===== config.mk =====
export PLATFORM = sky130hd
export DESIGN_NAME = stopwatch_ctrl
export DESIGN_NICKNAME = d
export VERILOG_FILES = /design/src/rtl/stopwatch_pkg.sv /design/src/rtl/stopwatch_ctrl_btn_edge.sv /design/src/rtl/stopwatch_ctrl.sv
export SDC_FILE = /design/constraint.sdc
export NUM_CORES = 1
export LEC_CHECK = 0
export ABC_CLOCK_PERIOD_IN_PS = 2100
export CAP_MARGIN = 20
export CORE_AREA = 2 2 39 41
export CTS_CLUSTER_SIZE = 28
export DETAILED_ROUTE_END_ITERATION = 10
export DIE_AREA = 0 0 41 43
export DONT_BUFFER_PORTS = 1
export PLACE_DENSITY_LB_ADDON = 0.25
export SLEW_MARGIN = 20
export SYNTH_ARGS = -nofsm -noshare
export SYNTH_HDL_FRONTEND = slang
export SYNTH_SLANG_ARGS = --single-unit

===== constraint.sdc =====
create_clock -name clk -period 2.1 [get_ports clk]
set_input_delay 0.105 -clock clk [delete_from_list [all_inputs] [get_ports clk]]
set_output_delay 0.105 -clock clk [all_outputs]
set_load 0.01 [all_outputs]

===== src/rtl/stopwatch_pkg.sv =====
// Shared types and constants for the stopwatch control path.
package stopwatch_pkg;

  typedef enum logic [2:0] {
    IDLE    = 3'b000,
    RUNNING = 3'b001,
    LAP     = 3'b010,
    PAUSED  = 3'b011,
    HALTED  = 3'b100
  } sw_state_t;

  // 100 Hz board clock / 10 gives 0.1 s count resolution.
  localparam int TICK_DIV_DEFAULT = 10;

endpackage


===== src/rtl/stopwatch_ctrl_btn_edge.sv =====
// Pushbutton conditioner: two-flop synchronizer followed by a rising-edge
// detector. Produces one single-cycle event per press; a held button does
// not repeat.
module btn_edge (
  input  logic clk,
  input  logic rst,
  input  logic btn,
  output logic ev
);

  logic sync1_q, sync1_d;
  logic sync2_q, sync2_d;
  logic prev_q,  prev_d;

  // Shift the raw level through the synchronizer and the prior-value flop.
  always_comb begin
    sync1_d = btn;
    sync2_d = sync1_q;
    prev_d  = sync2_q;
  end

  // Synchronizer and edge-history registers.
  always_ff @(posedge clk or posedge rst) begin
    if (rst) begin
      sync1_q <= 1'b0;
      sync2_q <= 1'b0;
      prev_q  <= 1'b0;
    end else begin
      sync1_q <= sync1_d;
      sync2_q <= sync2_d;
      prev_q  <= prev_d;
    end
  end

  assign ev = sync2_q & ~prev_q;

endmodule


===== src/rtl/stopwatch_ctrl.sv =====
// Stopwatch control sequencer: start/stop and lap/reset state machine,
// count-tick prescaler, and the enable/clear/lap/freeze controls for the
// BCD counter and display datapath. Count saturates at full scale.
module stopwatch_ctrl
  import stopwatch_pkg::*;
#(
  parameter int TICK_DIV = TICK_DIV_DEFAULT
) (
  input  logic       clk,
  input  logic       rst,
  input  logic       ss_btn,
  input  logic       lr_btn,
  input  logic       all_max,
  output logic [2:0] state,
  output logic       cnt_en,
  output logic       cnt_clear,
  output logic       lap_capture,
  output logic       freeze,
  output logic       running
);

  localparam int PW = (TICK_DIV > 1) ? $clog2(TICK_DIV) : 1;
  localparam logic [PW-1:0] PRESC_LAST = PW'(TICK_DIV - 1);

  sw_state_t     state_q, state_d;
  logic [PW-1:0] presc_q, presc_d;
  logic          cnt_clear_q, cnt_clear_d;
  logic          lap_capture_q, lap_capture_d;

  logic ss_ev;
  logic lr_ev;
  logic active;
  logic tick;

  btn_edge u_ss_edge (
    .clk (clk),
    .rst (rst),
    .btn (ss_btn),
    .ev  (ss_ev)
  );

  btn_edge u_lr_edge (
    .clk (clk),
    .rst (rst),
    .btn (lr_btn),
    .ev  (lr_ev)
  );

  assign active = (state_q == RUNNING) || (state_q == LAP);
  assign tick   = active && (presc_q == PRESC_LAST);

  // Next state and one-shot pulses; start/stop wins over lap/reset, and any
  // button event wins over saturating into HALTED.
  always_comb begin
    state_d       = state_q;
    cnt_clear_d   = 1'b0;
    lap_capture_d = 1'b0;
    case (state_q)
      IDLE: begin
        if (ss_ev) state_d = RUNNING;
      end
      RUNNING: begin
        if (ss_ev) begin
          state_d = PAUSED;
        end else if (lr_ev) begin
          state_d       = LAP;
          lap_capture_d = 1'b1;
        end else if (tick && all_max) begin
          state_d = HALTED;
        end
      end
      LAP: begin
        if (ss_ev) begin
          state_d = PAUSED;
        end else if (lr_ev) begin
          state_d = RUNNING;
        end else if (tick && all_max) begin
          state_d = HALTED;
        end
      end
      PAUSED: begin
        if (ss_ev) begin
          state_d = RUNNING;
        end else if (lr_ev) begin
          state_d     = IDLE;
          cnt_clear_d = 1'b1;
        end
      end
      HALTED: begin
        if (lr_ev) begin
          state_d     = IDLE;
          cnt_clear_d = 1'b1;
        end
      end
      default: begin
        state_d = IDLE;
      end
    endcase
  end

  // Prescaler: advances only while counting, holds otherwise so a paused
  // partial tick is kept, and is zeroed whenever IDLE is (or becomes) current.
  always_comb begin
    presc_d = presc_q;
    if (active) begin
      presc_d = tick ? '0 : presc_q + 1'b1;
    end
    if (state_d == IDLE) begin
      presc_d = '0;
    end
  end

  // State, prescaler and registered pulse outputs.
  always_ff @(posedge clk or posedge rst) begin
    if (rst) begin
      state_q       <= IDLE;
      presc_q       <= '0;
      cnt_clear_q   <= 1'b0;
      lap_capture_q <= 1'b0;
    end else begin
      state_q       <= state_d;
      presc_q       <= presc_d;
      cnt_clear_q   <= cnt_clear_d;
      lap_capture_q <= lap_capture_d;
    end
  end

  assign state       = state_q;
  assign cnt_en      = tick & ~all_max;
  assign cnt_clear   = cnt_clear_q;
  assign lap_capture = lap_capture_q;
  assign freeze      = (state_q == LAP);
  assign running     = active;

endmodule


Word-level counts from Yosys, hierarchy flattened
Index checks and enable logic that the tools add are counted.
- output and inout port bits: 8
- input port bits: 5
- logic and storage cells: 44
- bits in registers: 15
- mux-type cells: 16
- reduce and logical (&&, ||, !) cells: 6
- bitwise gates (word level): 6
- eq/ne operators: 5
- add/sub/neg operators: 1
- operator list (cell ; count):
    $mux W3 ; 8
    $pmux W3 S5 ; 1
    $mux W4 ; 3
    $eq A3 B2 Y1 const B ; 2
    $logic_not A3 Y1 ; 2
    $add A4 B1 Y4 const B ; 1
    $eq A4 B4 Y1 const B ; 1
    $and A1 B1 Y1 ; 3
    $eq A3 B1 Y1 const B ; 1
    $eq A3 B3 Y1 const B ; 1
    $mux W1 ; 3
    $not A1 Y1 ; 3
    $logic_and A1 B1 Y1 ; 2
    $pmux W1 S2 ; 1
    $reduce_bool A2 Y1 ; 1
    $logic_or A1 B1 Y1 ; 1

Logic depth before layout (Yosys ltp)
- depth after elaboration: 10
- depth in mapped cells: 6
- depth with buffers taken out: 6

Cells and area by module
Synthesis repeated with hierarchy kept, for this count alone.
- cells, all modules: 80
- area total of the unflattened synthesis: 797.0 um^2
- modules (own cells, without submodules) (module ; area an instance (um^2) ; sequential area each (um^2) ; instances ; cells an instance):
    stopwatch_ctrl ; 611.8 ; 225.2 ; 1 ; 70
    btn_edge ; 92.6 ; 75.1 ; 2 ; 5

Least setup slack after synthesis
No wires, ideal clock.
- kind: reg-to-reg
- start: register presc_q[1]
- end: register presc_q[0]
- path slack: 0.709 ns
- path buffers: 0
- library setup time: 0.134 ns
- stages on the path, launching flop included: 7
- required time: 1.966 ns
- period minus slack after synthesis: 1.391 ns
- arrival time: 1.257 ns
- cells stage by stage: dfrtp_1 -> inv_1 -> ha_1 -> nand4b_1 -> nand3b_1 -> a31oi_1 -> a21oi_1
- cells in the longest elaborated chain, start to end: 9
- elaborated cells between the ends (all ways): 14
- RTL lines (what ; RTL line ; RTL):
    start: declaration ; stopwatch_ctrl.sv:26 ; logic [PW-1:0] presc_q, presc_d;
    start signal: assignment ; stopwatch_ctrl.sv:122 ; presc_q <= presc_d;
    $eq A4 B4 Y1 * ; stopwatch_ctrl.sv:50 ; assign tick = active && (presc_q == PRESC_LAST);
    $logic_and A1 B1 Y1 * ; stopwatch_ctrl.sv:50 ;
    $logic_and A1 B1 Y1 ; stopwatch_ctrl.sv:68, stopwatch_ctrl.sv:77 ;
    $mux W3 ; stopwatch_ctrl.sv:68, stopwatch_ctrl.sv:77 ;
    $mux W3, on equally long branches ; stopwatch_ctrl.sv:75, stopwatch_ctrl.sv:65 ;
    $mux W3, on equally long branches ; stopwatch_ctrl.sv:73, stopwatch_ctrl.sv:63 ;
    $pmux W3 S5 ; stopwatch_ctrl.sv:58 ; case (state_q)
    $logic_not A3 Y1 ; stopwatch_ctrl.sv:108 ; if (state_d == IDLE) begin
    $mux W4 or $reduce_bool A2 Y1 (tied branches) ; -- ;
Mark *: on every way between the ends. The rest lies on a longest branch, timed or not. The select of a mux whose other input is x is not followed.
A chain may end at the register's enable or synchronous reset.

Final worst setup path
- start: register state_q[0] (netlist: state[0])
- end: output port cnt_en
- cells in the longest elaborated chain, start to end: 4
- elaborated cells between the ends (all ways): 5
- RTL lines (what ; RTL line ; RTL):
    start: declaration ; stopwatch_ctrl.sv:25 ; sw_state_t state_q, state_d;
    start signal: assignment ; stopwatch_ctrl.sv:121 ; state_q <= state_d;
    $eq A3 B1 Y1 or $eq A3 B2 Y1 (tied branches) ; stopwatch_ctrl.sv:49 ; assign active = (state_q == RUNNING) || (state_q == LAP);
    $logic_or A1 B1 Y1 * ; stopwatch_ctrl.sv:49 ;
    via running ; stopwatch_ctrl.sv:19 ; output logic running
    $logic_and A1 B1 Y1 * ; stopwatch_ctrl.sv:50 ;
    $and A1 B1 Y1 * ; stopwatch_ctrl.sv:129 ; assign cnt_en = tick & ~all_max;
    end: declaration ; stopwatch_ctrl.sv:15 ; output logic cnt_en,
Mark *: on every way through the listed nets, which the timed path passes. The rest lies on a longest branch.

==> run_results.csv <==
group,metric,value,unit
outcome,status,"completed",
critical_path,cp-start-kind,"register",
sta,setup_violations,0,
clock_tree,cts.path.max_buffers,2,
synth,yosys.area.top_type_share,0.479,
global_route,grt_pass1_wl,2210,um
critical_path,critical_path.startpoint,"state[0]",
cells_and_area,finalNetCount,85,
die,initial_utilization,0.566,
synth,synth_area_leaders,"dfrtp_1 (48%), a21oi_1 (4.5%), mux2i_1 (3.8%), nor2_1 (3.4%), ha_1 (3.2%)",
sta,fin_crit_sh,0.825,
synth,synth-seq-area-share,0.479,
clock_tree,cts_buffers,3,
sta,slew_headroom,0.636,
critical_path,worstPathRequired,2.00,ns
routing,drt_iter0_drc,18,
sta,hold_viol,0,
cells_and_area,final_core_util,0.603,
cells_and_area,num_antenna_cells,0,
critical_path,cp.arrival,1.63,ns
placed_design,gp_congestion,0.785,
synth,synthesis.area,783,um^2
routing,routed_wirelength,1280,um
routing,dr.pass1.iters,4,
power_and_ir_drop,ir_drop,0.559,mV
die,dieHeight,43,um
placed_design,dp.cells,86,
sta,slew_violations,0,
cells_and_area,regArea,375,um^2
cells_and_area,multi_input_area,370,um^2
synth,async_reset_ff_frac,1.00,
critical_path,crit_family,"flip-flops",
power_and_ir_drop,pwr_density_cell,1190,nW/um^2
routing,viasPerCell,5.77,
sta,fin_setup_tns,0,ns
critical_path,cp.buffers_inverters,0,
critical_path,cp_cell_sequence,"xnor2_2, nor2_4, nand2_1, nor2_1",
sta,hold_slack,0.218,ns
critical_path,cp_max_fo,12,
critical_path,timing.rr.end,"presc_q[0]",
synth,ys_top_cells_by_count,"dfrtp_1 (15), a21oi_1 (7), nor2_1 (7), nand2_1 (5)",
critical_path,cp_slowest_cell,"dfrtp_1",
synth,syn_inst,74,
global_route,grt_pass1_vias,488,
synth,syn_nets,81,
critical_path,crit_path_max_incr_delay,0.65,ns
die,fp.dieW,41,um
clock_tree,cts_setup_buffers,0,
routing,antenna_left,0,
sta,skew,0.00712,ns
clock_tree,htree_levels,1,
placed_design,port_buffers,0,
synth,synth_seq_cells,15,
sta,fmax,577,MHz
global_route,antenna_found_initial,0,
job,max_cap_violations,0,
clock_tree,clk_pin_slew,0.08,ns
routing,wl_per_cell,13.8,um
routing,drc_errors,0,
critical_path,worstRegToRegCells,5,
synth,ys_types,29,
critical_path,r2r-start,"presc_q[0]",
critical_path,worstSetupPathType,"register to primary output",
global_route,grt_start_max_net_pins,16,
sta,rsz0062_at_grt,"false",
synth,synth_edf_count,0,
synth,synth_top_area_cell,"dfrtp_1",
die,die-area,1760,um^2
placed_design,dpl.hpwl,910,um
die,placementRows,14,
synth,yosysWarnings,0,
routing,num_vias,537,
sta,worst_pin_slew,0.545,ns
global_route,overflow,0,
synth,synthFlopType,"dfrtp_1",
cells_and_area,area_growth,6.55,%
critical_path,r2r_setup_slack,0.48,ns
power_and_ir_drop,p_leak,0.371,nW
clock_tree,root_buffer,"clkbuf_4",
synth,yosysMostFrequentCell,"dfrtp_1",
synth,avgSynthCellArea,10.6,um^2
clock_tree,insertion_delay,0.29,ns
die,core-area,1380,um^2
global_route,track_usage,0.195,
cells_and_area,final_cells,93,
die,io_pins,13,
critical_path,end_kind,"primary output",
cells_and_area,drive_gt1_frac,0.130,
cells_and_area,fill_cells,115,
critical_path,endpoint,"cnt_en",
power_and_ir_drop,p_total,994,uW
clock_tree,cts_tree,"built",
critical_path,path_depth,4,
sta,min_period,1.73,ns
hold_path,worstHoldPathType,"input port to register",
clock_tree,cts_num_sinks,15,
## layer usage
| layer | track usage | vias up | wire, um |
|---|---|---|---|
| met5 | 0 | - | 0 |
| met4 | 0.120 | 0 | 22 |
| met3 | 0.0524 | 4 | 77 |
| met2 | 0.244 | 20 | 604 |
| met1 | 0.293 | 245 | 579 |
| li1 | - | 268 | - |
## cell type report
class / count / share of cell area
flip-flops and latches: 15 / 0.450
multi-input cells: 52 / 0.444
repair buffers: 3 / 0.0360
clock buffers: 3 / 0.0270
well taps: 16 / 0.0240
inverters: 3 / 0.0135
clock inverters: 1 / 0.00600
## cells by family after synthesis
| group | share of synthesized area |
|---|---|
| compound gates | 0.125 |
| xor+xnor | 0.0431 |
| fa+ha+maj | 0.0319 |
| buf+inv | 0.0479 |
| flops | 0.479 |
| mux | 0.0383 |
| simple gates | 0.235 |
## worst register-to-register path: stages (launching register included)
cell	delay (ns)
dfrtp_1	0.45
ha_1	0.22
nand4b_1	0.15
nand3b_1	0.18
a31oi_1	0.35
a21oi_1	0.15
## worst min-delay path by stage
stage	start	depth (start not counted)	slack, ns	to
global placement	rst	1	0.06	u_ss_edge.sync1_q
CTS	all_max	3	0.21	state[0]
finish	all_max	3	0.22	state[0]
floorplan	rst	1	0.006	cnt_clear
detailed placement	rst	1	0.08	u_ss_edge.sync1_q
global route	all_max	3	0.24	state[0]
## cell usage in the layout (no fill, tap or decap), types with 3 or more instances in the layout
master and count:
nand2_1 5, nor3_1 3, nand2b_1 3, mux2i_1 3, nor2_1 7, clkbuf_4 3
dlygate4sd3_1 3, dfrtp_1 15, inv_1 3, a21oi_1 7
## power by group
| group | switching, mW | total, mW | internal [mW] |
|---|---|---|---|
| Clock | 0.0928 | 0.164 | 0.0708 |
| Sequential | 0.112 | 0.463 | 0.350 |
| Combinational | 0.203 | 0.368 | 0.165 |
| Total | 0.408 | 0.994 | 0.586 |
## per-stage QoR
step / instance area [um^2] / setup slack [ns]
final: 835 / 0.367
after global routing: 835 / 0.245
after CTS: 835 / 0.336
after detailed placement: 777 / 0.516
after global placement: 777 / 0.556
after floorplan: 783 / 0.709
## registers in the layout, summed over array words and instances (netlist names)
register and cells:
presc_q 4, state 3, cnt_clear 1, lap_capture 1, u_lr_edge.prev_d 1, u_lr_edge.prev_q 1, u_lr_edge.sync1_q 1, u_ss_edge.prev_d 1
u_ss_edge.prev_q 1, u_ss_edge.sync1_q 1
## repair_timing
| item | 4_1_cts | 5_1_grt |
|---|---|---|
| hold buffers | 3 | 0 |
| resized for setup | 0 | 0 |
| setup endpoints to repair | 0 | 0 |
| hold endpoints to repair | 17 | 0 |
Power figures use the tool's default switching activity.
